$ cat config.mk
export PLATFORM = sky130hd
export DESIGN_NAME = axi4_slice_bus0_flat
export DESIGN_NICKNAME = d
export VERILOG_FILES = /design/src/rtl/axi4_slice_bus0_if.sv /design/src/rtl/axi4_slice_bus0.sv /design/src/flat_wrapper.sv
export SDC_FILE = /design/constraint.sdc
export NUM_CORES = 1
export LEC_CHECK = 0
export ABC_AREA = 1
export CAP_MARGIN = 10
export CORE_ASPECT_RATIO = 2
export CORE_MARGIN = 5
export CORE_UTILIZATION = 50
export CTS_CLUSTER_SIZE = 30
export DETAILED_ROUTE_END_ITERATION = 7
export GPL_TIMING_DRIVEN = 0
export PLACE_DENSITY = 0.8
export SYNTH_ARGS = -nofsm -noshare
export SYNTH_HDL_FRONTEND = slang
export SYNTH_SLANG_ARGS = --single-unit
$ cat constraint.sdc
create_clock -name i_clk -period 2.35 [get_ports i_clk]
set_clock_uncertainty 0.05 [all_clocks]
set_input_delay 0.235 -clock i_clk [delete_from_list [all_inputs] [get_ports i_clk]]
set_output_delay 0.235 -clock i_clk [all_outputs]
set_load 0.01 [all_outputs]
$ cat src/rtl/axi4_slice_bus0_if.sv
// AXI4 signal bundle for one bus0 slave port; master drives requests, slave drives responses.
interface axi4_slice_bus0_if;
  logic        aw_valid;
  logic        aw_ready;
  logic [31:0] aw_addr;
  logic [7:0]  aw_len;
  logic [2:0]  aw_size;
  logic [1:0]  aw_burst;
  logic [2:0]  aw_prot;
  logic [3:0]  aw_id;
  logic [0:0]  aw_user;

  logic        w_valid;
  logic        w_ready;
  logic [31:0] w_data;
  logic [3:0]  w_strb;
  logic        w_last;
  logic [0:0]  w_user;

  logic        b_valid;
  logic        b_ready;
  logic [1:0]  b_resp;
  logic [3:0]  b_id;
  logic [0:0]  b_user;

  logic        ar_valid;
  logic        ar_ready;
  logic [31:0] ar_addr;
  logic [7:0]  ar_len;
  logic [2:0]  ar_size;
  logic [1:0]  ar_burst;
  logic [2:0]  ar_prot;
  logic [3:0]  ar_id;
  logic [0:0]  ar_user;

  logic        r_valid;
  logic        r_ready;
  logic [31:0] r_data;
  logic [1:0]  r_resp;
  logic        r_last;
  logic [3:0]  r_id;
  logic [0:0]  r_user;

  modport master (
    output aw_valid, aw_addr, aw_len, aw_size, aw_burst, aw_prot, aw_id, aw_user,
    input  aw_ready,
    output w_valid, w_data, w_strb, w_last, w_user,
    input  w_ready,
    input  b_valid, b_resp, b_id, b_user,
    output b_ready,
    output ar_valid, ar_addr, ar_len, ar_size, ar_burst, ar_prot, ar_id, ar_user,
    input  ar_ready,
    input  r_valid, r_data, r_resp, r_last, r_id, r_user,
    output r_ready
  );

  modport slave (
    input  aw_valid, aw_addr, aw_len, aw_size, aw_burst, aw_prot, aw_id, aw_user,
    output aw_ready,
    input  w_valid, w_data, w_strb, w_last, w_user,
    output w_ready,
    output b_valid, b_resp, b_id, b_user,
    input  b_ready,
    input  ar_valid, ar_addr, ar_len, ar_size, ar_burst, ar_prot, ar_id, ar_user,
    output ar_ready,
    output r_valid, r_data, r_resp, r_last, r_id, r_user,
    input  r_ready
  );
endinterface

$ cat src/rtl/axi4_slice_bus0.sv
// AXI4 register slice between a bus0 interconnect slave port and its device.
// Each channel is either a 2-entry skid buffer or a plain wire-through.
module axi4_slice_bus0_chan #(
  parameter int WIDTH = 1,
  parameter bit SLICE = 1'b1
) (
  input  logic             clk,
  input  logic             rst,
  input  logic             src_valid,
  output logic             src_ready,
  input  logic [WIDTH-1:0] src_data,
  output logic             snk_valid,
  input  logic             snk_ready,
  output logic [WIDTH-1:0] snk_data
);
  typedef enum logic [1:0] {S_EMPTY = 2'd0, S_ONE = 2'd1, S_FULL = 2'd2} state_e;

  if (SLICE) begin : g_slice
    state_e           state_r, state_nxt_s;
    logic [WIDTH-1:0] ent0_r, ent1_r, ent0_nxt_s, ent1_nxt_s;
    logic             push_s, pop_s;

    // Handshakes depend only on registered occupancy; reset forces both low.
    assign src_ready = !rst && (state_r != S_FULL);
    assign snk_valid = !rst && (state_r != S_EMPTY);
    assign snk_data  = ent0_r;
    assign push_s    = src_valid && src_ready;
    assign pop_s     = snk_valid && snk_ready;

    // Occupancy next-state and entry shifting.
    always_comb begin
      state_nxt_s = state_r;
      ent0_nxt_s  = ent0_r;
      ent1_nxt_s  = ent1_r;
      case (state_r)
        S_EMPTY: begin
          if (push_s) begin
            ent0_nxt_s  = src_data;
            state_nxt_s = S_ONE;
          end else begin
            state_nxt_s = S_EMPTY;
          end
        end
        S_ONE: begin
          if (push_s && pop_s) begin
            ent0_nxt_s  = src_data;
            state_nxt_s = S_ONE;
          end else if (push_s) begin
            ent1_nxt_s  = src_data;
            state_nxt_s = S_FULL;
          end else if (pop_s) begin
            state_nxt_s = S_EMPTY;
          end else begin
            state_nxt_s = S_ONE;
          end
        end
        S_FULL: begin
          if (pop_s) begin
            ent0_nxt_s  = ent1_r;
            state_nxt_s = S_ONE;
          end else begin
            state_nxt_s = S_FULL;
          end
        end
        default: state_nxt_s = S_EMPTY;
      endcase
    end

    // State and entry registers; reset drops any buffered beats.
    always_ff @(posedge clk) begin
      if (rst) begin
        state_r <= S_EMPTY;
        ent0_r  <= {WIDTH{1'b0}};
        ent1_r  <= {WIDTH{1'b0}};
      end else begin
        state_r <= state_nxt_s;
        ent0_r  <= ent0_nxt_s;
        ent1_r  <= ent1_nxt_s;
      end
    end
  end else begin : g_bypass
    assign src_ready = snk_ready;
    assign snk_valid = src_valid;
    assign snk_data  = src_data;
  end
endmodule

module axi4_slice_bus0 #(
  parameter bit AR_SLICE = 1'b1,
  parameter bit AW_SLICE = 1'b1,
  parameter bit W_SLICE  = 1'b1,
  parameter bit R_SLICE  = 1'b1,
  parameter bit B_SLICE  = 1'b1
) (
  input  logic               i_clk,
  input  logic               i_rst,
  axi4_slice_bus0_if.slave   xslv,
  axi4_slice_bus0_if.master  xdev
);
  localparam int AX_W = 32 + 8 + 3 + 2 + 3 + 4 + 1;
  localparam int W_W  = 32 + 4 + 1 + 1;
  localparam int B_W  = 2 + 4 + 1;
  localparam int R_W  = 32 + 2 + 1 + 4 + 1;

  logic [AX_W-1:0] ar_src_s, ar_snk_s, aw_src_s, aw_snk_s;
  logic [W_W-1:0]  w_src_s, w_snk_s;
  logic [B_W-1:0]  b_src_s, b_snk_s;
  logic [R_W-1:0]  r_src_s, r_snk_s;

  assign ar_src_s = {xslv.ar_addr, xslv.ar_len, xslv.ar_size, xslv.ar_burst,
                     xslv.ar_prot, xslv.ar_id, xslv.ar_user};
  assign {xdev.ar_addr, xdev.ar_len, xdev.ar_size, xdev.ar_burst,
          xdev.ar_prot, xdev.ar_id, xdev.ar_user} = ar_snk_s;
  assign aw_src_s = {xslv.aw_addr, xslv.aw_len, xslv.aw_size, xslv.aw_burst,
                     xslv.aw_prot, xslv.aw_id, xslv.aw_user};
  assign {xdev.aw_addr, xdev.aw_len, xdev.aw_size, xdev.aw_burst,
          xdev.aw_prot, xdev.aw_id, xdev.aw_user} = aw_snk_s;
  assign w_src_s = {xslv.w_data, xslv.w_strb, xslv.w_last, xslv.w_user};
  assign {xdev.w_data, xdev.w_strb, xdev.w_last, xdev.w_user} = w_snk_s;
  // Response channels flow from the device back towards the interconnect.
  assign b_src_s = {xdev.b_resp, xdev.b_id, xdev.b_user};
  assign {xslv.b_resp, xslv.b_id, xslv.b_user} = b_snk_s;
  assign r_src_s = {xdev.r_data, xdev.r_resp, xdev.r_last, xdev.r_id, xdev.r_user};
  assign {xslv.r_data, xslv.r_resp, xslv.r_last, xslv.r_id, xslv.r_user} = r_snk_s;

  axi4_slice_bus0_chan #(.WIDTH(AX_W), .SLICE(AR_SLICE)) u_ar (
    .clk(i_clk), .rst(i_rst),
    .src_valid(xslv.ar_valid), .src_ready(xslv.ar_ready), .src_data(ar_src_s),
    .snk_valid(xdev.ar_valid), .snk_ready(xdev.ar_ready), .snk_data(ar_snk_s));

  axi4_slice_bus0_chan #(.WIDTH(AX_W), .SLICE(AW_SLICE)) u_aw (
    .clk(i_clk), .rst(i_rst),
    .src_valid(xslv.aw_valid), .src_ready(xslv.aw_ready), .src_data(aw_src_s),
    .snk_valid(xdev.aw_valid), .snk_ready(xdev.aw_ready), .snk_data(aw_snk_s));

  axi4_slice_bus0_chan #(.WIDTH(W_W), .SLICE(W_SLICE)) u_w (
    .clk(i_clk), .rst(i_rst),
    .src_valid(xslv.w_valid), .src_ready(xslv.w_ready), .src_data(w_src_s),
    .snk_valid(xdev.w_valid), .snk_ready(xdev.w_ready), .snk_data(w_snk_s));

  axi4_slice_bus0_chan #(.WIDTH(B_W), .SLICE(B_SLICE)) u_b (
    .clk(i_clk), .rst(i_rst),
    .src_valid(xdev.b_valid), .src_ready(xdev.b_ready), .src_data(b_src_s),
    .snk_valid(xslv.b_valid), .snk_ready(xslv.b_ready), .snk_data(b_snk_s));

  axi4_slice_bus0_chan #(.WIDTH(R_W), .SLICE(R_SLICE)) u_r (
    .clk(i_clk), .rst(i_rst),
    .src_valid(xdev.r_valid), .src_ready(xdev.r_ready), .src_data(r_src_s),
    .snk_valid(xslv.r_valid), .snk_ready(xslv.r_ready), .snk_data(r_snk_s));
endmodule

$ cat src/flat_wrapper.sv
// flat-port wrapper written by rule: the top's interface ports become plain ports
module axi4_slice_bus0_flat 
#(
  parameter bit AR_SLICE = 1'b1,
  parameter bit AW_SLICE = 1'b1,
  parameter bit W_SLICE  = 1'b1,
  parameter bit R_SLICE  = 1'b1,
  parameter bit B_SLICE  = 1'b1
)
  (i_clk, i_rst, xslv_aw_valid, xslv_aw_addr, xslv_aw_len, xslv_aw_size, xslv_aw_burst, xslv_aw_prot, xslv_aw_id, xslv_aw_user, xslv_aw_ready, xslv_w_valid, xslv_w_data, xslv_w_strb, xslv_w_last, xslv_w_user, xslv_w_ready, xslv_b_valid, xslv_b_resp, xslv_b_id, xslv_b_user, xslv_b_ready, xslv_ar_valid, xslv_ar_addr, xslv_ar_len, xslv_ar_size, xslv_ar_burst, xslv_ar_prot, xslv_ar_id, xslv_ar_user, xslv_ar_ready, xslv_r_valid, xslv_r_data, xslv_r_resp, xslv_r_last, xslv_r_id, xslv_r_user, xslv_r_ready, xdev_aw_valid, xdev_aw_addr, xdev_aw_len, xdev_aw_size, xdev_aw_burst, xdev_aw_prot, xdev_aw_id, xdev_aw_user, xdev_aw_ready, xdev_w_valid, xdev_w_data, xdev_w_strb, xdev_w_last, xdev_w_user, xdev_w_ready, xdev_b_valid, xdev_b_resp, xdev_b_id, xdev_b_user, xdev_b_ready, xdev_ar_valid, xdev_ar_addr, xdev_ar_len, xdev_ar_size, xdev_ar_burst, xdev_ar_prot, xdev_ar_id, xdev_ar_user, xdev_ar_ready, xdev_r_valid, xdev_r_data, xdev_r_resp, xdev_r_last, xdev_r_id, xdev_r_user, xdev_r_ready);
  axi4_slice_bus0_if xslv_i ();
  axi4_slice_bus0_if xdev_i ();
  input  logic i_clk;
  input  logic i_rst;
  input wire logic [$bits(xslv_i.aw_valid)-1:0] xslv_aw_valid;
  input wire logic [$bits(xslv_i.aw_addr)-1:0] xslv_aw_addr;
  input wire logic [$bits(xslv_i.aw_len)-1:0] xslv_aw_len;
  input wire logic [$bits(xslv_i.aw_size)-1:0] xslv_aw_size;
  input wire logic [$bits(xslv_i.aw_burst)-1:0] xslv_aw_burst;
  input wire logic [$bits(xslv_i.aw_prot)-1:0] xslv_aw_prot;
  input wire logic [$bits(xslv_i.aw_id)-1:0] xslv_aw_id;
  input wire logic [$bits(xslv_i.aw_user)-1:0] xslv_aw_user;
  output wire logic [$bits(xslv_i.aw_ready)-1:0] xslv_aw_ready;
  input wire logic [$bits(xslv_i.w_valid)-1:0] xslv_w_valid;
  input wire logic [$bits(xslv_i.w_data)-1:0] xslv_w_data;
  input wire logic [$bits(xslv_i.w_strb)-1:0] xslv_w_strb;
  input wire logic [$bits(xslv_i.w_last)-1:0] xslv_w_last;
  input wire logic [$bits(xslv_i.w_user)-1:0] xslv_w_user;
  output wire logic [$bits(xslv_i.w_ready)-1:0] xslv_w_ready;
  output wire logic [$bits(xslv_i.b_valid)-1:0] xslv_b_valid;
  output wire logic [$bits(xslv_i.b_resp)-1:0] xslv_b_resp;
  output wire logic [$bits(xslv_i.b_id)-1:0] xslv_b_id;
  output wire logic [$bits(xslv_i.b_user)-1:0] xslv_b_user;
  input wire logic [$bits(xslv_i.b_ready)-1:0] xslv_b_ready;
  input wire logic [$bits(xslv_i.ar_valid)-1:0] xslv_ar_valid;
  input wire logic [$bits(xslv_i.ar_addr)-1:0] xslv_ar_addr;
  input wire logic [$bits(xslv_i.ar_len)-1:0] xslv_ar_len;
  input wire logic [$bits(xslv_i.ar_size)-1:0] xslv_ar_size;
  input wire logic [$bits(xslv_i.ar_burst)-1:0] xslv_ar_burst;
  input wire logic [$bits(xslv_i.ar_prot)-1:0] xslv_ar_prot;
  input wire logic [$bits(xslv_i.ar_id)-1:0] xslv_ar_id;
  input wire logic [$bits(xslv_i.ar_user)-1:0] xslv_ar_user;
  output wire logic [$bits(xslv_i.ar_ready)-1:0] xslv_ar_ready;
  output wire logic [$bits(xslv_i.r_valid)-1:0] xslv_r_valid;
  output wire logic [$bits(xslv_i.r_data)-1:0] xslv_r_data;
  output wire logic [$bits(xslv_i.r_resp)-1:0] xslv_r_resp;
  output wire logic [$bits(xslv_i.r_last)-1:0] xslv_r_last;
  output wire logic [$bits(xslv_i.r_id)-1:0] xslv_r_id;
  output wire logic [$bits(xslv_i.r_user)-1:0] xslv_r_user;
  input wire logic [$bits(xslv_i.r_ready)-1:0] xslv_r_ready;
  output wire logic [$bits(xdev_i.aw_valid)-1:0] xdev_aw_valid;
  output wire logic [$bits(xdev_i.aw_addr)-1:0] xdev_aw_addr;
  output wire logic [$bits(xdev_i.aw_len)-1:0] xdev_aw_len;
  output wire logic [$bits(xdev_i.aw_size)-1:0] xdev_aw_size;
  output wire logic [$bits(xdev_i.aw_burst)-1:0] xdev_aw_burst;
  output wire logic [$bits(xdev_i.aw_prot)-1:0] xdev_aw_prot;
  output wire logic [$bits(xdev_i.aw_id)-1:0] xdev_aw_id;
  output wire logic [$bits(xdev_i.aw_user)-1:0] xdev_aw_user;
  input wire logic [$bits(xdev_i.aw_ready)-1:0] xdev_aw_ready;
  output wire logic [$bits(xdev_i.w_valid)-1:0] xdev_w_valid;
  output wire logic [$bits(xdev_i.w_data)-1:0] xdev_w_data;
  output wire logic [$bits(xdev_i.w_strb)-1:0] xdev_w_strb;
  output wire logic [$bits(xdev_i.w_last)-1:0] xdev_w_last;
  output wire logic [$bits(xdev_i.w_user)-1:0] xdev_w_user;
  input wire logic [$bits(xdev_i.w_ready)-1:0] xdev_w_ready;
  input wire logic [$bits(xdev_i.b_valid)-1:0] xdev_b_valid;
  input wire logic [$bits(xdev_i.b_resp)-1:0] xdev_b_resp;
  input wire logic [$bits(xdev_i.b_id)-1:0] xdev_b_id;
  input wire logic [$bits(xdev_i.b_user)-1:0] xdev_b_user;
  output wire logic [$bits(xdev_i.b_ready)-1:0] xdev_b_ready;
  output wire logic [$bits(xdev_i.ar_valid)-1:0] xdev_ar_valid;
  output wire logic [$bits(xdev_i.ar_addr)-1:0] xdev_ar_addr;
  output wire logic [$bits(xdev_i.ar_len)-1:0] xdev_ar_len;
  output wire logic [$bits(xdev_i.ar_size)-1:0] xdev_ar_size;
  output wire logic [$bits(xdev_i.ar_burst)-1:0] xdev_ar_burst;
  output wire logic [$bits(xdev_i.ar_prot)-1:0] xdev_ar_prot;
  output wire logic [$bits(xdev_i.ar_id)-1:0] xdev_ar_id;
  output wire logic [$bits(xdev_i.ar_user)-1:0] xdev_ar_user;
  input wire logic [$bits(xdev_i.ar_ready)-1:0] xdev_ar_ready;
  input wire logic [$bits(xdev_i.r_valid)-1:0] xdev_r_valid;
  input wire logic [$bits(xdev_i.r_data)-1:0] xdev_r_data;
  input wire logic [$bits(xdev_i.r_resp)-1:0] xdev_r_resp;
  input wire logic [$bits(xdev_i.r_last)-1:0] xdev_r_last;
  input wire logic [$bits(xdev_i.r_id)-1:0] xdev_r_id;
  input wire logic [$bits(xdev_i.r_user)-1:0] xdev_r_user;
  output wire logic [$bits(xdev_i.r_ready)-1:0] xdev_r_ready;
  assign xslv_i.aw_valid = xslv_aw_valid;
  assign xslv_i.aw_addr = xslv_aw_addr;
  assign xslv_i.aw_len = xslv_aw_len;
  assign xslv_i.aw_size = xslv_aw_size;
  assign xslv_i.aw_burst = xslv_aw_burst;
  assign xslv_i.aw_prot = xslv_aw_prot;
  assign xslv_i.aw_id = xslv_aw_id;
  assign xslv_i.aw_user = xslv_aw_user;
  assign xslv_aw_ready = xslv_i.aw_ready;
  assign xslv_i.w_valid = xslv_w_valid;
  assign xslv_i.w_data = xslv_w_data;
  assign xslv_i.w_strb = xslv_w_strb;
  assign xslv_i.w_last = xslv_w_last;
  assign xslv_i.w_user = xslv_w_user;
  assign xslv_w_ready = xslv_i.w_ready;
  assign xslv_b_valid = xslv_i.b_valid;
  assign xslv_b_resp = xslv_i.b_resp;
  assign xslv_b_id = xslv_i.b_id;
  assign xslv_b_user = xslv_i.b_user;
  assign xslv_i.b_ready = xslv_b_ready;
  assign xslv_i.ar_valid = xslv_ar_valid;
  assign xslv_i.ar_addr = xslv_ar_addr;
  assign xslv_i.ar_len = xslv_ar_len;
  assign xslv_i.ar_size = xslv_ar_size;
  assign xslv_i.ar_burst = xslv_ar_burst;
  assign xslv_i.ar_prot = xslv_ar_prot;
  assign xslv_i.ar_id = xslv_ar_id;
  assign xslv_i.ar_user = xslv_ar_user;
  assign xslv_ar_ready = xslv_i.ar_ready;
  assign xslv_r_valid = xslv_i.r_valid;
  assign xslv_r_data = xslv_i.r_data;
  assign xslv_r_resp = xslv_i.r_resp;
  assign xslv_r_last = xslv_i.r_last;
  assign xslv_r_id = xslv_i.r_id;
  assign xslv_r_user = xslv_i.r_user;
  assign xslv_i.r_ready = xslv_r_ready;
  assign xdev_aw_valid = xdev_i.aw_valid;
  assign xdev_aw_addr = xdev_i.aw_addr;
  assign xdev_aw_len = xdev_i.aw_len;
  assign xdev_aw_size = xdev_i.aw_size;
  assign xdev_aw_burst = xdev_i.aw_burst;
  assign xdev_aw_prot = xdev_i.aw_prot;
  assign xdev_aw_id = xdev_i.aw_id;
  assign xdev_aw_user = xdev_i.aw_user;
  assign xdev_i.aw_ready = xdev_aw_ready;
  assign xdev_w_valid = xdev_i.w_valid;
  assign xdev_w_data = xdev_i.w_data;
  assign xdev_w_strb = xdev_i.w_strb;
  assign xdev_w_last = xdev_i.w_last;
  assign xdev_w_user = xdev_i.w_user;
  assign xdev_i.w_ready = xdev_w_ready;
  assign xdev_i.b_valid = xdev_b_valid;
  assign xdev_i.b_resp = xdev_b_resp;
  assign xdev_i.b_id = xdev_b_id;
  assign xdev_i.b_user = xdev_b_user;
  assign xdev_b_ready = xdev_i.b_ready;
  assign xdev_ar_valid = xdev_i.ar_valid;
  assign xdev_ar_addr = xdev_i.ar_addr;
  assign xdev_ar_len = xdev_i.ar_len;
  assign xdev_ar_size = xdev_i.ar_size;
  assign xdev_ar_burst = xdev_i.ar_burst;
  assign xdev_ar_prot = xdev_i.ar_prot;
  assign xdev_ar_id = xdev_i.ar_id;
  assign xdev_ar_user = xdev_i.ar_user;
  assign xdev_i.ar_ready = xdev_ar_ready;
  assign xdev_i.r_valid = xdev_r_valid;
  assign xdev_i.r_data = xdev_r_data;
  assign xdev_i.r_resp = xdev_r_resp;
  assign xdev_i.r_last = xdev_r_last;
  assign xdev_i.r_id = xdev_r_id;
  assign xdev_i.r_user = xdev_r_user;
  assign xdev_r_ready = xdev_i.r_ready;
  axi4_slice_bus0 #(.AR_SLICE(AR_SLICE), .AW_SLICE(AW_SLICE), .W_SLICE(W_SLICE), .R_SLICE(R_SLICE), .B_SLICE(B_SLICE)) u_core (.i_clk(i_clk), .i_rst(i_rst), .xslv(xslv_i), .xdev(xdev_i));
endmodule
==> flow_metrics.env <==
export IMPL_routedWlPerCell_um=16.0
export IMPL_synth_sequential_area_ratio_pct=45.5
export IMPL_drive_gt1_share_pct=5.42
export IMPL_track_usage_pct=28.1
export IMPL_grt_met3_usage_pct=6.11
export IMPL_worstSetupStartpoint="u_core.u_w.g_slice.state_r[0]"
export IMPL_post_synth_cell_area_avg_sq_um=6.65
export IMPL_routed_wirelength_um=56400
export IMPL_fp_row_count=96
export IMPL_syn_num_nets=2809
export IMPL_floorplan_io_pins=404
export IMPL_tritoncts="done"
export IMPL_synthesis_area_sq_um=17300
export IMPL_area_delta_synth_final_pct=34.0
export IMPL_worst_r2r_cell_count=9
export IMPL_groute_layer_met1_usage_pct=27.8
export IMPL_total_count_of_hold_check_failures_in_the_final_report=0
export IMPL_outcome="completed"
export IMPL_prevailing_post_synth_register_cell="sky130_fd_sc_hd__dfxtp_1"
export IMPL_r2r_start="u_core.u_w.g_slice.state_r[0]"
export IMPL_post_synth_edffs=0
export IMPL_total_die_area_sq_um=38600
export IMPL_critPathArrivalTime_ns=1.95
export IMPL_finalMaxSlewViolations=0
export IMPL_globalRouteMet2Util_pct=52.8
export IMPL_die_w_um=141
export IMPL_synthDistinctLibCells=18
export IMPL_drt_first_pass_iters=6
export IMPL_floorplan_initialDensity_pct=50.4
export IMPL_worst_hold_path_type="primary input to flop"
export IMPL_drt_iter0_markers=929
export IMPL_pwr_share_comb_pct=20.8
export IMPL_end_kind="output pin"
export IMPL_drv_cap=0
export IMPL_tritoncts_num_buffers=36
export IMPL_via_per_inst=5.03
export IMPL_rsz0062_at_grt="false"
export IMPL_nets=3254
export IMPL_internal_power_mw=12.3
export IMPL_clock_sinks=392
export IMPL_yosys_register_bits=392
export IMPL_clkLatencyLatePin_ns=0.53
export IMPL_r2r_end="u_core.u_w.g_slice.ent1_r[8]"
export IMPL_gr_total_overflow=0
export IMPL_sw_frac_of_total_pct=27.6
export IMPL_floorplan_core_area_sq_um=34200
export IMPL_p_clk_share_pct=35.4
export IMPL_rrSetupSlack_ns=0.17
export IMPL_placed_cells_incl_taps=3439
export IMPL_antenna_found_initial=15
export IMPL_cp_endpoint="xslv_w_ready"
export IMPL_drc=0
export IMPL_dp_hpwl_um=43000
export IMPL_finalPower_mw=16.9
export IMPL_timing_max_slew_rel_slack_pct=44.8
export IMPL_placed_area_sq_um=21800
export IMPL_seq_power_share_pct=43.8
export IMPL_final_cells=3519
export IMPL_root_buffer="sky130_fd_sc_hd__clkbuf_16"
export IMPL_path_max_fanout=7
export IMPL_max_slew_worst_pin_slew_ns=0.829
export IMPL_final_antenna_net_count=0
export IMPL_hold_path_depth=6
export IMPL_dr_total_vias=17700
export IMPL_place_port_buffers=402
export IMPL_startpoint_type="flop"
export IMPL_cts_max_level=2
export IMPL_grt_pass1_vias=17266
export IMPL_synth_cells=2596
export IMPL_period_needed_ns=2.23
export IMPL_setup_violations_final=0
export IMPL_fmaxAchievable_ghz=0.448
export IMPL_grt_busiest_layer="met2"
export IMPL_dieHeight_um=273
export IMPL_min_period_over_period_pct=95.0
export IMPL_final_cell_area_sq_um=23100
export IMPL_cp_class="flop to output pin"
export IMPL_cellLeakagePower_nw=10.4
export IMPL_setup_tns_final_ns=0
export IMPL_worst_ep_required_time_ns=2.07
export IMPL_max_vdd_ir_drop_mv=0.590
export IMPL_ctsLongestPathBuffers=3
export IMPL_hold_slack_ns=0.143
export IMPL_synth_async_reset_ratio_pct=0
export IMPL_grt_max_degree=16
export IMPL_place_gp_congestion=0.934
export IMPL_yosysWarnings=0
export IMPL_power_per_cell_area_nw_per_um2=733
export IMPL_grt_pass1_wl_um=87600
export IMPL_power_switching_mw=4.68
export IMPL_cts_clk_slew_worst_paths_ns=0.06
[through the flow]
step                worst slack (ns)  utilization, %
floorplan                      0.542               -
global route                 0.00538            67.5
finish                         0.118            67.5
detailed placement            -0.109            63.8
CTS                          0.00742            67.3
global placement            -0.00892            63.8
[layout by cell type, fill, tap and decap left out]
cell,n
sky130_fd_sc_hd__nor2_2,2
sky130_fd_sc_hd__clkbuf_1,86
sky130_fd_sc_hd__dfxtp_1,392
sky130_fd_sc_hd__a21oi_1,196
sky130_fd_sc_hd__clkinvlp_4,1
sky130_fd_sc_hd__inv_2,7
sky130_fd_sc_hd__nand2_4,2
sky130_fd_sc_hd__buf_6,15
sky130_fd_sc_hd__ha_1,10
sky130_fd_sc_hd__dlymetal6s2s_1,1
sky130_fd_sc_hd__o21ai_0,386
sky130_fd_sc_hd__nand3_2,8
sky130_fd_sc_hd__inv_1,415
sky130_fd_sc_hd__buf_2,65
sky130_fd_sc_hd__diode_2,13
sky130_fd_sc_hd__nand3_4,1
sky130_fd_sc_hd__dlygate4sd3_1,1
sky130_fd_sc_hd__bufinv_16,3
sky130_fd_sc_hd__nor2_1,390
sky130_fd_sc_hd__inv_6,3
sky130_fd_sc_hd__clkbuf_16,37
sky130_fd_sc_hd__buf_4,8
sky130_fd_sc_hd__nand2_2,2
sky130_fd_sc_hd__clkinv_2,3
sky130_fd_sc_hd__clkdlybuf4s50_1,401
sky130_fd_sc_hd__o211ai_1,5
sky130_fd_sc_hd__clkbuf_2,2
sky130_fd_sc_hd__clkbuf_8,7
sky130_fd_sc_hd__o21ai_1,1
sky130_fd_sc_hd__nand3_1,16
sky130_fd_sc_hd__nand2_1,599
[timing repair]
item,CTS,global route
setup buffers,0,4
resized for setup,1,11
setup endpoints to repair,1,172
hold buffers,1,0
endpoints found under the hold margin,5,0
pin swaps,0,2
[critical path, cell delays in order, from the launching register on]
cell and delay [ns]:
sky130_fd_sc_hd__dfxtp_1 0.39, sky130_fd_sc_hd__inv_2 0.06, sky130_fd_sc_hd__nand2_2 0.12, sky130_fd_sc_hd__inv_1 0.07, sky130_fd_sc_hd__nor2_1 0.19, sky130_fd_sc_hd__clkdlybuf4s50_1 0.59
[routing by layer]
metal  wire length (um)  up-vias
met5                  0        -
met4               3470        0
met3               4020      172
met2              29700      656
met1              19100     8055
li1                   -     8817
[registers in the layout, summed over array words and instances, names as in the netlist, 7 cells and up]
register                    count
u_core.u_b.snk_data             7
u_core.u_b.g_slice.ent1_r       7
u_core.u_aw.snk_data           53
u_core.u_r.g_slice.ent1_r      40
u_core.u_aw.g_slice.ent1_r     53
u_core.u_w.g_slice.ent1_r      38
u_core.u_ar.g_slice.ent1_r     53
u_core.u_ar.snk_data           53
u_core.u_w.snk_data            38
u_core.u_r.snk_data            40
[kinds of logic after synthesis]
kind of cell             synth area share, %
AND/OR/NAND/NOR                         22.7
adder cells (fa/ha/maj)                0.725
AO/OA/AOI/OAI                           17.1
flip-flops                              45.5
buffers and inverters                   14.0
[worst min path at each step]
stage                                              start                             end  slack [ns]
after global routing                               i_rst   u_core.u_w.g_slice.state_r[0]        0.19
final                                              i_rst  u_core.u_aw.g_slice.state_r[0]        0.14
after detailed placement  u_core.u_aw.g_slice.ent1_r[37]  u_core.u_aw.g_slice.ent1_r[37]        0.39
after global placement    u_core.u_aw.g_slice.ent1_r[13]  u_core.u_aw.g_slice.ent1_r[13]        0.38
after floorplan            u_core.u_ar.g_slice.ent1_r[0]   u_core.u_ar.g_slice.ent1_r[0]        0.37
after CTS                                          i_rst  u_core.u_aw.g_slice.state_r[0]        0.14
[final cells by class]
class | count | area, sq um
antenna | 13 | 32.5
buffer | 163 | 823
clock buffer | 53 | 1060
clock inverter | 9 | 130
fill | 2997 | 11100
inverter | 423 | 1590
multi-input combinational | 1618 | 7020
sequential | 392 | 7850
tap | 441 | 552
timing repair buffer | 407 | 4070
[synth_stat cells, types with 10 or more instances]
cell type / instances / area share [%]
sky130_fd_sc_hd__buf_6: 15 / 0.98
sky130_fd_sc_hd__nand3_1: 17 / 0.49
sky130_fd_sc_hd__o21ai_0: 387 / 11
sky130_fd_sc_hd__clkbuf_1: 79 / 1.7
sky130_fd_sc_hd__nand2_1: 600 / 13
sky130_fd_sc_hd__inv_1: 415 / 9.0
sky130_fd_sc_hd__dfxtp_1: 392 / 45
sky130_fd_sc_hd__nor2_1: 392 / 8.5
sky130_fd_sc_hd__a21oi_1: 196 / 5.7
sky130_fd_sc_hd__buf_2: 65 / 1.9
sky130_fd_sc_hd__ha_1: 10 / 0.73
[power by group through the flow]
stage	Sequential [mW]	Combinational [mW]	Clock, mW
finish	7.42	3.52	6.00
global route	7.48	3.89	6.38
CTS	7.42	3.52	6.09
detailed placement	7.57	3.48	0
global placement	7.55	3.41	0
floorplan	7.71	1.57	0
Power figures use the tool's default switching activity.
